--- src/rtl/board_game_if.sv ---
// Pulse inputs and display-side status outputs of the K-in-a-row game engine.
interface board_game_if #(
  parameter int N       = 3,
  parameter int SCORE_W = 4
);
  localparam int CW = $clog2(N * N);

  logic               move_i;
  logic               select_i;
  logic               swap_i;
  logic               new_game_i;
  logic [CW-1:0]      cursor_o;
  logic [2*N*N-1:0]   board_o;
  logic               turn_o;
  logic               busy_o;
  logic               game_over_o;
  logic [1:0]         winner_o;
  logic               invalid_o;
  logic [SCORE_W-1:0] score1_o;
  logic [SCORE_W-1:0] score2_o;

  modport master (
    output move_i, select_i, swap_i, new_game_i,
    input  cursor_o, board_o, turn_o, busy_o, game_over_o, winner_o, invalid_o,
           score1_o, score2_o
  );

  modport slave (
    input  move_i, select_i, swap_i, new_game_i,
    output cursor_o, board_o, turn_o, busy_o, game_over_o, winner_o, invalid_o,
           score1_o, score2_o
  );
endinterface

--- src/rtl/board_game_core.sv ---
// N x N two-player K-in-a-row engine; win check walks one direction per cycle.
// Win counters exist only when BOARD_GAME_SCORE_EN is defined.
module board_game_core #(
  parameter int N       = 3,
  parameter int WIN_LEN = 3,
  parameter int SCORE_W = 4
) (
  input  logic        clk,
  input  logic        reset_n,
  board_game_if.slave bus
);
  localparam int CELLS = N * N;
  localparam int CW    = $clog2(CELLS);
  localparam int FW    = $clog2(CELLS + 1);

  typedef enum logic [1:0] {PLAY = 2'd0, CHECK = 2'd1, OVER = 2'd2} state_t;

  state_t             state_q, state_d;
  logic [1:0]         dir_q, dir_d;
  logic [2*CELLS-1:0] board_q, board_d;
  logic [CW-1:0]      cursor_q, cursor_d;
  logic               turn_q, turn_d;
  logic               start_q, start_d;
  logic [1:0]         winner_q, winner_d;
  logic [FW-1:0]      fill_q, fill_d;
  logic               invalid_q, invalid_d;
  logic [1:0]         mark;
  logic               hit;
  int                 cur_idx;

  // Run through the placed cell along one direction, each side capped at WIN_LEN-1.
  function automatic logic line_hit(input logic [2*CELLS-1:0] b, input logic [CW-1:0] pos,
                                    input logic [1:0] dir, input logic [1:0] m);
    int   dr, dc, r, c, rr, cc, run, sg;
    logic go;
    dr  = (dir == 2'd0) ? 0 : 1;
    dc  = (dir == 2'd1) ? 0 : ((dir == 2'd3) ? -1 : 1);
    r   = int'(pos) / N;
    c   = int'(pos) % N;
    run = 1;
    for (int s = 0; s < 2; s++) begin
      sg = (s == 0) ? 1 : -1;
      go = 1'b1;
      for (int k = 1; k < WIN_LEN; k++) begin
        rr = r + sg * k * dr;
        cc = c + sg * k * dc;
        if (go && rr >= 0 && rr < N && cc >= 0 && cc < N) begin
          if (b[2*(rr*N+cc) +: 2] == m) run = run + 1;
          else go = 1'b0;
        end else begin
          go = 1'b0;
        end
      end
    end
    return (run >= WIN_LEN);
  endfunction

`ifdef BOARD_GAME_SCORE_EN
  logic [SCORE_W-1:0] score1_q, score1_d, score2_q, score2_d;

  function automatic logic [SCORE_W-1:0] sat_inc(input logic [SCORE_W-1:0] v);
    return (&v) ? v : v + 1'b1;
  endfunction
`endif

  assign mark    = {turn_q, ~turn_q};
  assign cur_idx = int'(cursor_q);
  assign hit     = line_hit(board_q, cursor_q, dir_q, mark);

  always_comb begin
    state_d   = state_q;
    dir_d     = dir_q;
    board_d   = board_q;
    cursor_d  = cursor_q;
    turn_d    = turn_q;
    start_d   = start_q;
    winner_d  = winner_q;
    fill_d    = fill_q;
    invalid_d = 1'b0;
`ifdef BOARD_GAME_SCORE_EN
    score1_d  = score1_q;
    score2_d  = score2_q;
`endif
    if (bus.new_game_i) begin
      state_d  = PLAY;
      dir_d    = 2'd0;
      board_d  = '0;
      cursor_d = '0;
      fill_d   = '0;
      winner_d = 2'b00;
      start_d  = ~start_q;
      turn_d   = ~start_q;
    end else begin
      case (state_q)
        PLAY: begin
          if (bus.select_i) begin
            if (board_q[2*cur_idx +: 2] == 2'b00) begin
              board_d[2*cur_idx +: 2] = mark;
              fill_d  = fill_q + 1'b1;
              dir_d   = 2'd0;
              state_d = CHECK;
            end else begin
              invalid_d = 1'b1;
            end
          end else if (bus.swap_i) begin
            turn_d = ~turn_q;
          end else if (bus.move_i) begin
            cursor_d = (cursor_q == CW'(CELLS - 1)) ? '0 : cursor_q + 1'b1;
          end
        end
        CHECK: begin
          if (hit) begin
            winner_d = mark;
            state_d  = OVER;
`ifdef BOARD_GAME_SCORE_EN
            if (turn_q) score2_d = sat_inc(score2_q);
            else        score1_d = sat_inc(score1_q);
`endif
          end else if (dir_q == 2'd3) begin
            if (fill_q == FW'(CELLS)) begin
              winner_d = 2'b11;
              state_d  = OVER;
            end else begin
              turn_d  = ~turn_q;
              state_d = PLAY;
            end
          end else begin
            dir_d = dir_q + 2'd1;
          end
        end
        default: ;
      endcase
    end
  end

  always_ff @(posedge clk) begin
    if (!reset_n) begin
      state_q   <= PLAY;
      dir_q     <= 2'd0;
      board_q   <= '0;
      cursor_q  <= '0;
      turn_q    <= 1'b0;
      start_q   <= 1'b0;
      winner_q  <= 2'b00;
      fill_q    <= '0;
      invalid_q <= 1'b0;
`ifdef BOARD_GAME_SCORE_EN
      score1_q  <= '0;
      score2_q  <= '0;
`endif
    end else begin
      state_q   <= state_d;
      dir_q     <= dir_d;
      board_q   <= board_d;
      cursor_q  <= cursor_d;
      turn_q    <= turn_d;
      start_q   <= start_d;
      winner_q  <= winner_d;
      fill_q    <= fill_d;
      invalid_q <= invalid_d;
`ifdef BOARD_GAME_SCORE_EN
      score1_q  <= score1_d;
      score2_q  <= score2_d;
`endif
    end
  end

  assign bus.cursor_o    = cursor_q;
  assign bus.board_o     = board_q;
  assign bus.turn_o      = turn_q;
  assign bus.busy_o      = (state_q == CHECK);
  assign bus.game_over_o = (state_q == OVER);
  assign bus.winner_o    = winner_q;
  assign bus.invalid_o   = invalid_q;
`ifdef BOARD_GAME_SCORE_EN
  assign bus.score1_o    = score1_q;
  assign bus.score2_o    = score2_q;
`else
  assign bus.score1_o    = {SCORE_W{1'b0}};
  assign bus.score2_o    = {SCORE_W{1'b0}};
`endif
endmodule

--- src/flat_wrapper.sv ---
// flat-port wrapper written by rule: the top's interface ports become plain ports
module board_game_core_flat 
#(
  parameter int N       = 3,
  parameter int WIN_LEN = 3,
  parameter int SCORE_W = 4
)
  (clk, reset_n, bus_move_i, bus_select_i, bus_swap_i, bus_new_game_i, bus_cursor_o, bus_board_o, bus_turn_o, bus_busy_o, bus_game_over_o, bus_winner_o, bus_invalid_o, bus_score1_o, bus_score2_o);
  board_game_if #(.N(N), .SCORE_W(SCORE_W)) bus_i ();
  input  logic clk;
  input  logic reset_n;
  input wire logic [$bits(bus_i.move_i)-1:0] bus_move_i;
  input wire logic [$bits(bus_i.select_i)-1:0] bus_select_i;
  input wire logic [$bits(bus_i.swap_i)-1:0] bus_swap_i;
  input wire logic [$bits(bus_i.new_game_i)-1:0] bus_new_game_i;
  output wire logic [$bits(bus_i.cursor_o)-1:0] bus_cursor_o;
  output wire logic [$bits(bus_i.board_o)-1:0] bus_board_o;
  output wire logic [$bits(bus_i.turn_o)-1:0] bus_turn_o;
  output wire logic [$bits(bus_i.busy_o)-1:0] bus_busy_o;
  output wire logic [$bits(bus_i.game_over_o)-1:0] bus_game_over_o;
  output wire logic [$bits(bus_i.winner_o)-1:0] bus_winner_o;
  output wire logic [$bits(bus_i.invalid_o)-1:0] bus_invalid_o;
  output wire logic [$bits(bus_i.score1_o)-1:0] bus_score1_o;
  output wire logic [$bits(bus_i.score2_o)-1:0] bus_score2_o;
  assign bus_i.move_i = bus_move_i;
  assign bus_i.select_i = bus_select_i;
  assign bus_i.swap_i = bus_swap_i;
  assign bus_i.new_game_i = bus_new_game_i;
  assign bus_cursor_o = bus_i.cursor_o;
  assign bus_board_o = bus_i.board_o;
  assign bus_turn_o = bus_i.turn_o;
  assign bus_busy_o = bus_i.busy_o;
  assign bus_game_over_o = bus_i.game_over_o;
  assign bus_winner_o = bus_i.winner_o;
  assign bus_invalid_o = bus_i.invalid_o;
  assign bus_score1_o = bus_i.score1_o;
  assign bus_score2_o = bus_i.score2_o;
  board_game_core #(.N(N), .WIN_LEN(WIN_LEN), .SCORE_W(SCORE_W)) u_core (.clk(clk), .reset_n(reset_n), .bus(bus_i));
endmodule
--- config.mk ---
export PLATFORM = sky130hd
export DESIGN_NAME = board_game_core_flat
export DESIGN_NICKNAME = d
export VERILOG_FILES = /design/src/rtl/board_game_if.sv /design/src/rtl/board_game_core.sv /design/src/flat_wrapper.sv
export SDC_FILE = /design/constraint.sdc
export NUM_CORES = 1
export LEC_CHECK = 0
export ABC_CLOCK_PERIOD_IN_PS = 12510
export CAP_MARGIN = 20
export CORE_MARGIN = 2
export CORE_UTILIZATION = 55
export CTS_CLUSTER_DIAMETER = 200
export DETAILED_ROUTE_END_ITERATION = 16
export DONT_BUFFER_PORTS = 1
export GPL_TIMING_DRIVEN = 0
export PLACE_DENSITY_LB_ADDON = 0.2
export SYNTH_ARGS = -nofsm -noshare
export SYNTH_HDL_FRONTEND = slang
export SYNTH_SLANG_ARGS = --single-unit
--- constraint.sdc ---
create_clock -name clk -period 12.51 [get_ports clk]
set_input_delay 3.1275 -clock clk [delete_from_list [all_inputs] [get_ports clk]]
set_output_delay 3.1275 -clock clk [all_outputs]
set_load 0.03 [all_outputs]
Word level (Yosys, flattened, before mapping) --
Index checks and enable logic that the tools add are counted.
Cells by class: add/subtract/negate cells 23, multipliers 4, divide/modulo/power cells 2, order comparisons 17, equal/unequal tests 20, shifts and indexed selects 7, mux-type cells 39, bitwise logic cells 6, reductions and logical operators 29
Operators with widths (number):
- 32-bit adder | 8
- 32-bit by 1-bit >= comparator with 1-bit output (second input constant) | 8
- 32-bit by 3-bit less-than comparator with 1-bit output (second input constant) | 8
- 32-bit 2-to-1 mux | 8
- 32-bit by 3-bit multiplier with 31-bit output (second input constant) | 4
- 18-bit by 32-bit indexed part select with 2-bit output | 4
- 31-bit adder | 4
- 32-bit by 2-bit adder with 32-bit output (second input constant) | 3
- 32-bit negator | 2
- 31-bit negator | 2
- 5-bit negator with 33-bit output | 1
- 2-bit by 33-bit variable shift with 18-bit output (first input constant) | 1
- 2-bit by 33-bit indexed part select with 18-bit output | 1
- 5-bit by 3-bit divider with 32-bit output (second input constant) | 1
- 32-bit by 3-bit >= comparator with 1-bit output (second input constant) | 1
- 5-bit by 3-bit modulo with 32-bit output (second input constant) | 1
- 2-bit 2-to-1 mux | 14
- 18-bit bitwise mux | 1
- 18-bit by 6-bit indexed part select with 2-bit output | 1
- 1-bit logical AND | 14
- 1-bit 2-to-1 mux | 12
- 3-bit != test (second input constant) | 4
- 4-bit by 1-bit adder with 4-bit output (second input constant) | 2
- 2-bit == test | 4
- other kinds (21) | 38
Word-level totals: flip-flop bits (word level) 35, output and inout bits 36, word-level logic and storage cells 156

Depth between registers and ports, before layout --
Gate-level depths: netlist of the first run.
depth after elaboration 24, gate-level depth with buffers 47, mapped depth without buffers 43

Worst setup path after synthesis of the first run --
No wires, ideal clock.
path kind reg2reg, from register u_core.cursor_q[0] (netlist: u_core.bus.cursor_o[0]), to register u_core.turn_q (netlist: u_core.bus.turn_o), setup time 118 ps, data arrival time 10445 ps, data required time 12392 ps, setup slack 1947 ps, cell stages (with the launch flop) 43, path buffers 3, clock period less this slack 10563 ps, path through dfxtp_1 -> clkbuf_1 -> clkbuf_1 -> inv_1 -> ha_1 -> a211oi_4 -> a31oi_4 -> xnor2_1 -> ha_1 -> a2111o_1 -> nor2_2 -> clkbuf_1 -> inv_1 -> ha_1 -> inv_1 -> ha_1 -> inv_1 -> fa_1 -> [... 7 more ...] -> o21ai_0 -> o211ai_1 -> or4_1 -> nor4b_2 -> inv_2 -> ha_1 -> nor2_1 -> nor2_1 -> ha_1 -> mux2_2 -> ha_1 -> and3_1 -> a32oi_1 -> a2bb2oi_1 -> o311ai_1 -> o21ai_1 -> nand3b_1 -> o2111a_1
On the way: word-level cells in the longest chain between the ends 22
RTL lines:
- start, declared | RTL line board_game_core.sv:21 | logic [CW-1:0] cursor_q, cursor_d;
- start signal, assigned | RTL line board_game_core.sv:155 | cursor_q <= cursor_d;
- branches (longest 18 deep; another with 5-bit by 3-bit divider with 32-bit output)
- 32-bit 2-to-1 mux * | RTL line board_game_core.sv:47 | if (go && rr >= 0 && rr < N && cc >= 0 && cc < N) begin
- 32-bit by 3-bit >= comparator with 1-bit output * | RTL line board_game_core.sv:55 | return (run >= WIN_LEN);
- 3-bit != test (no line) *
- 6-bit AND reduction (no line) *
- end signal, assigned | RTL line board_game_core.sv:156 | turn_q <= turn_d;
- end, declared | RTL line board_game_core.sv:22 | logic turn_q, turn_d;
Mark *: on every way between the ends. A chain may end at the register's enable or synchronous reset.

Worst setup path after layout of the first run --
from register u_core.cursor_q[2] (netlist: u_core.bus.cursor_o[2]), to register u_core.turn_q (netlist: u_core.bus.turn_o)
The elaborated chain is that of the path after synthesis.

==> flow_summary_export.csv, run 1 <==
group,metric,value,unit
status,status,"finished clean",
clock_network,cts_tree,"yes",
synthesis,yosys.area.top_type,"ha_1",
placement,placed_cell_area,14110,sq um
clock_network,clock_path_buffers,2,
critical_path,crit_path_end,"u_core.bus.turn_o",
floorplanning,boundaryPins,42,
timing,tightestPinTransition,1304,ps
route,routedWlPerCell,23.62,um
clock_network,cts_buffers,5,
critical_path,crit_path_top_delay_cell,"a211oi_2",
synthesis,ys.flop_type,"dfxtp_1",
floorplanning,coreArea,24320,sq um
route,routed_wl,53930,um
layout,fin_area,14370,sq um
timing,slew_headroom,12.55,%
critical_path,cp_max_fo,10,
critical_path,reg2reg_to,"u_core.bus.turn_o",
placement,pre_cts_slack,-633.4,ps
clock_network,clk-insertion-delay-late,290,ps
run,cap_violations,0,
synthesis,yosys.area.top_type_share,15.19,%
layout,syn_to_final_growth,5.746,%
floorplanning,die_y,161.2,um
grt,globalRouteTotalUtil,40.19,%
critical_path,worstPathArrival,12100,ps
placement,gp_congestion,1.075,
layout,drive_gt1_share,6.687,%
grt,use_met1,50.57,%
synthesis,yosys_warnings,0,
floorplanning,die_w,161.2,um
floorplanning,num_rows,57,
synthesis,ys_types,107,
synthesis,synthTopCellsByArea,"ha_1 (15%), a21oi_1 (5.8%), dfxtp_1 (5.2%)",
timing,skew,7.651,ps
layout,final_cell_count_no_fill,2283,
synthesis,synthArstFlopShare,0,%
layout,n_fill_cell,2336,
floorplanning,die-area,25980,sq um
timing,hold_violations,0,
clock_network,cts_sinks,35,
synthesis,syn_area_per_cell,7.037,sq um
grt,gr-max-usage-layer,"met2",
route,vias,15710,
critical_path,r2r_slack,590,ps
layout,nets,2151,
placement,dp.cells,2269,
pwr,vdd_ir_drop_max,0.08735,mV
timing,period_share,95.28,%
timing,whs,534.3,ps
route,detail_route.vias_per_cell,6.882,
layout,seq_area,703.2,sq um
critical_path,startpoint,"u_core.bus.cursor_o[2]",
timing,timing.fmax,83.90,MHz
critical_path,cp-start-kind,"register",
grt,grt_antenna_before_repair,1,
timing,setup_viol,0,
critical_path,cp.required,12690,ps
route,route.detailed.drc,0,
layout,diodes,0,
placement,numPortBuffers,0,
critical_path,end_kind,"register",
synthesis,ys_seq_area_share,5.157,%
grt,grt-ovfl-total,0,
placement,dp_hpwl,44560,um
grt,grt_start_max_net_pins,33,
synthesis,synth_edf_count,0,
critical_path,r2r_cells,46,
route,drt-initial-drc-count,1578,
floorplanning,start_util,55.87,%
synthesis,netlist_area,13590,sq um
critical_path,crit_type,"register to register",
clock_network,clk_pin_slew_worst_paths,60,ps
grt,grt_pass1_vias,14760,
route,antenna_left,0,
layout,multiInputGateArea,12080,sq um
timing,setup_ws,590.6,ps
pwr,p_total,0.3900,mW
pwr,power_density,27.14,nW/um^2
clock_network,postCtsHoldBufs,0,
clock_network,cts-root-buf,"clkbuf_16",
pwr,power.leakage,6.438,nW
timing,post-route-min-period,11920,ps
synthesis,ys_ff_latch,35,
critical_path,cpPeakStageDelay,660,ps
grt,grt_pass1_wl,82500,um
clock_network,h-tree-depth,2,
synthesis,synth_cells,1931,
timing,rsz0062_at_grt,"no",
grt,met3_usage,6.292,%
critical_path,r2r-start,"u_core.bus.cursor_o[2]",
hold_path,hold_class,"register to register",
timing,slew_viol_final,0,
hold_path,holdPathStages,2,
critical_path,cpMostUsedCell,"ha_1",
route,drt-pass1-iter-count,6,
grt,met2_usage,66.70,%
[final cells by class]
cell class              instances  share of cell area (%)
repair buffers                 13                  0.7837
clock buffers                   6                  0.9666
clock inverters                 2                  0.2699
multi-input cells            1686                   84.10
plain buffers                  97                   3.030
inverters                     120                   3.135
well taps                     324                   2.821
flip-flops and latches         35                   4.894
[stage by stage]
step | util (%) | setup TNS (ps)
after detailed placement | 58.04 | -2869
after CTS | 58.89 | 0
after global placement | 57.65 | -1793
final | 59.08 | 0
after global routing | 59.08 | 0
after floorplan | - | 0
[worst min-delay path by stage]
stage | startpoint | to | slack (ps)
final | u_core.fill_q[1] | u_core.fill_q[1] | 530
after global routing | u_core.fill_q[1] | u_core.fill_q[1] | 570
after CTS | u_core.fill_q[1] | u_core.fill_q[1] | 530
after detailed placement | u_core.fill_q[1] | u_core.fill_q[1] | 530
after global placement | u_core.fill_q[3] | u_core.fill_q[3] | 490
after floorplan | u_core.fill_q[3] | u_core.fill_q[3] | 480
[power breakdown]
part | switching [mW] | internal [mW] | total, mW
Combinational | 0.0753 | 0.0476 | 0.123
Clock | 0.0489 | 0.100 | 0.149
Sequential | 0.00477 | 0.113 | 0.118
Total | 0.129 | 0.261 | 0.390
[cells in the mapped netlist (20+ instances only)]
master,n
a21o_1,40
nor3_1,66
fa_1,22
nand4_1,34
o21ai_0,88
nor2_1,169
o211ai_1,26
a21oi_1,158
nor4_1,46
a211oi_1,38
xor2_1,20
nor2b_1,33
ha_1,165
xnor2_1,66
nand2b_1,30
nand2_1,157
inv_1,115
clkbuf_1,71
or3_1,20
mux2i_1,37
nand3_1,66
dfxtp_1,35
[kinds of logic after synthesis]
family	after synthesis	synth area share, %
AO/OA/AOI/OAI	576	28.93
XOR/XNOR	86	5.543
adder cells (fa/ha/maj)	187	18.43
buffers and inverters	217	6.464
flip-flops	35	5.157
multiplexers	56	4.991
other	1	0.02760
AND/OR/NAND/NOR	773	30.45
[worst max-delay path, delay by kind of cell (launching register included)]
family	cells	cell delay, ps
mux	1	270
flops	1	430
fa+ha+maj	8	2620
compound gates	11	2930
buf+inv	10	1580
xor+xnor	3	840
simple gates	13	3140
[routing by layer]
metal	up-vias	share of wire, %
li1	7328	-
met1	7378	40
met2	816	45
met3	189	8.9
met4	0	6.0
met5	-	0
[what timing repair did]
action	in CTS	in global routing
buffers inserted	1	2
pin swaps	1	1
gates resized for setup	4	13
setup endpoints to repair	7	7
[layout by cell type (no fill, tap or decap), types with 12 or more instances in the layout]
cell type  synthesis  routed
nor2_1           169     168
ha_1             165     164
a21oi_1          158     158
nand2_1          157     157
inv_1            115     114
o21ai_0           88      88
xnor2_1           66      66
nand3_1           66      66
nor3_1            66      66
clkbuf_1          71      65
nor4_1            46      46
a21o_1            40      40
a211oi_1          38      37
mux2i_1           37      37
nand4_1           34      34
nor2b_1           33      33
dfxtp_1           35      33
nand2b_1          30      30
o211ai_1          26      26
fa_1              22      22
or3_1             20      20
and2_1            19      19
xor2_1            20      19
a2111oi_0         18      18
o21a_1            17      17
a31oi_1           17      17
o2111ai_1         17      17
or4_1             17      17
and3_1            17      17
o31ai_1           15      15
nor3b_1           13      13
buf_4              8      13
o21ai_1           12      12
nand3b_1          12      12
[state kept, by name (all words and copies together) (netlist names)]
name                  count
u_core.bus.board_o       18
u_core.bus.cursor_o       4
u_core.fill_q             4
u_core.bus.winner_o       2
u_core.dir_q              2
u_core.state_q            2
u_core.bus.invalid_o      1
u_core.bus.turn_o         1
u_core.start_q            1
Note: power is estimated with default switching activity, not from simulation.
==> run 2, diff against run 1 <==
SKIP_LAST_GASP = 1   (was default)
==> results of run 2 <==
The final DEF is identical to that of run 1; final timing and power are the same.
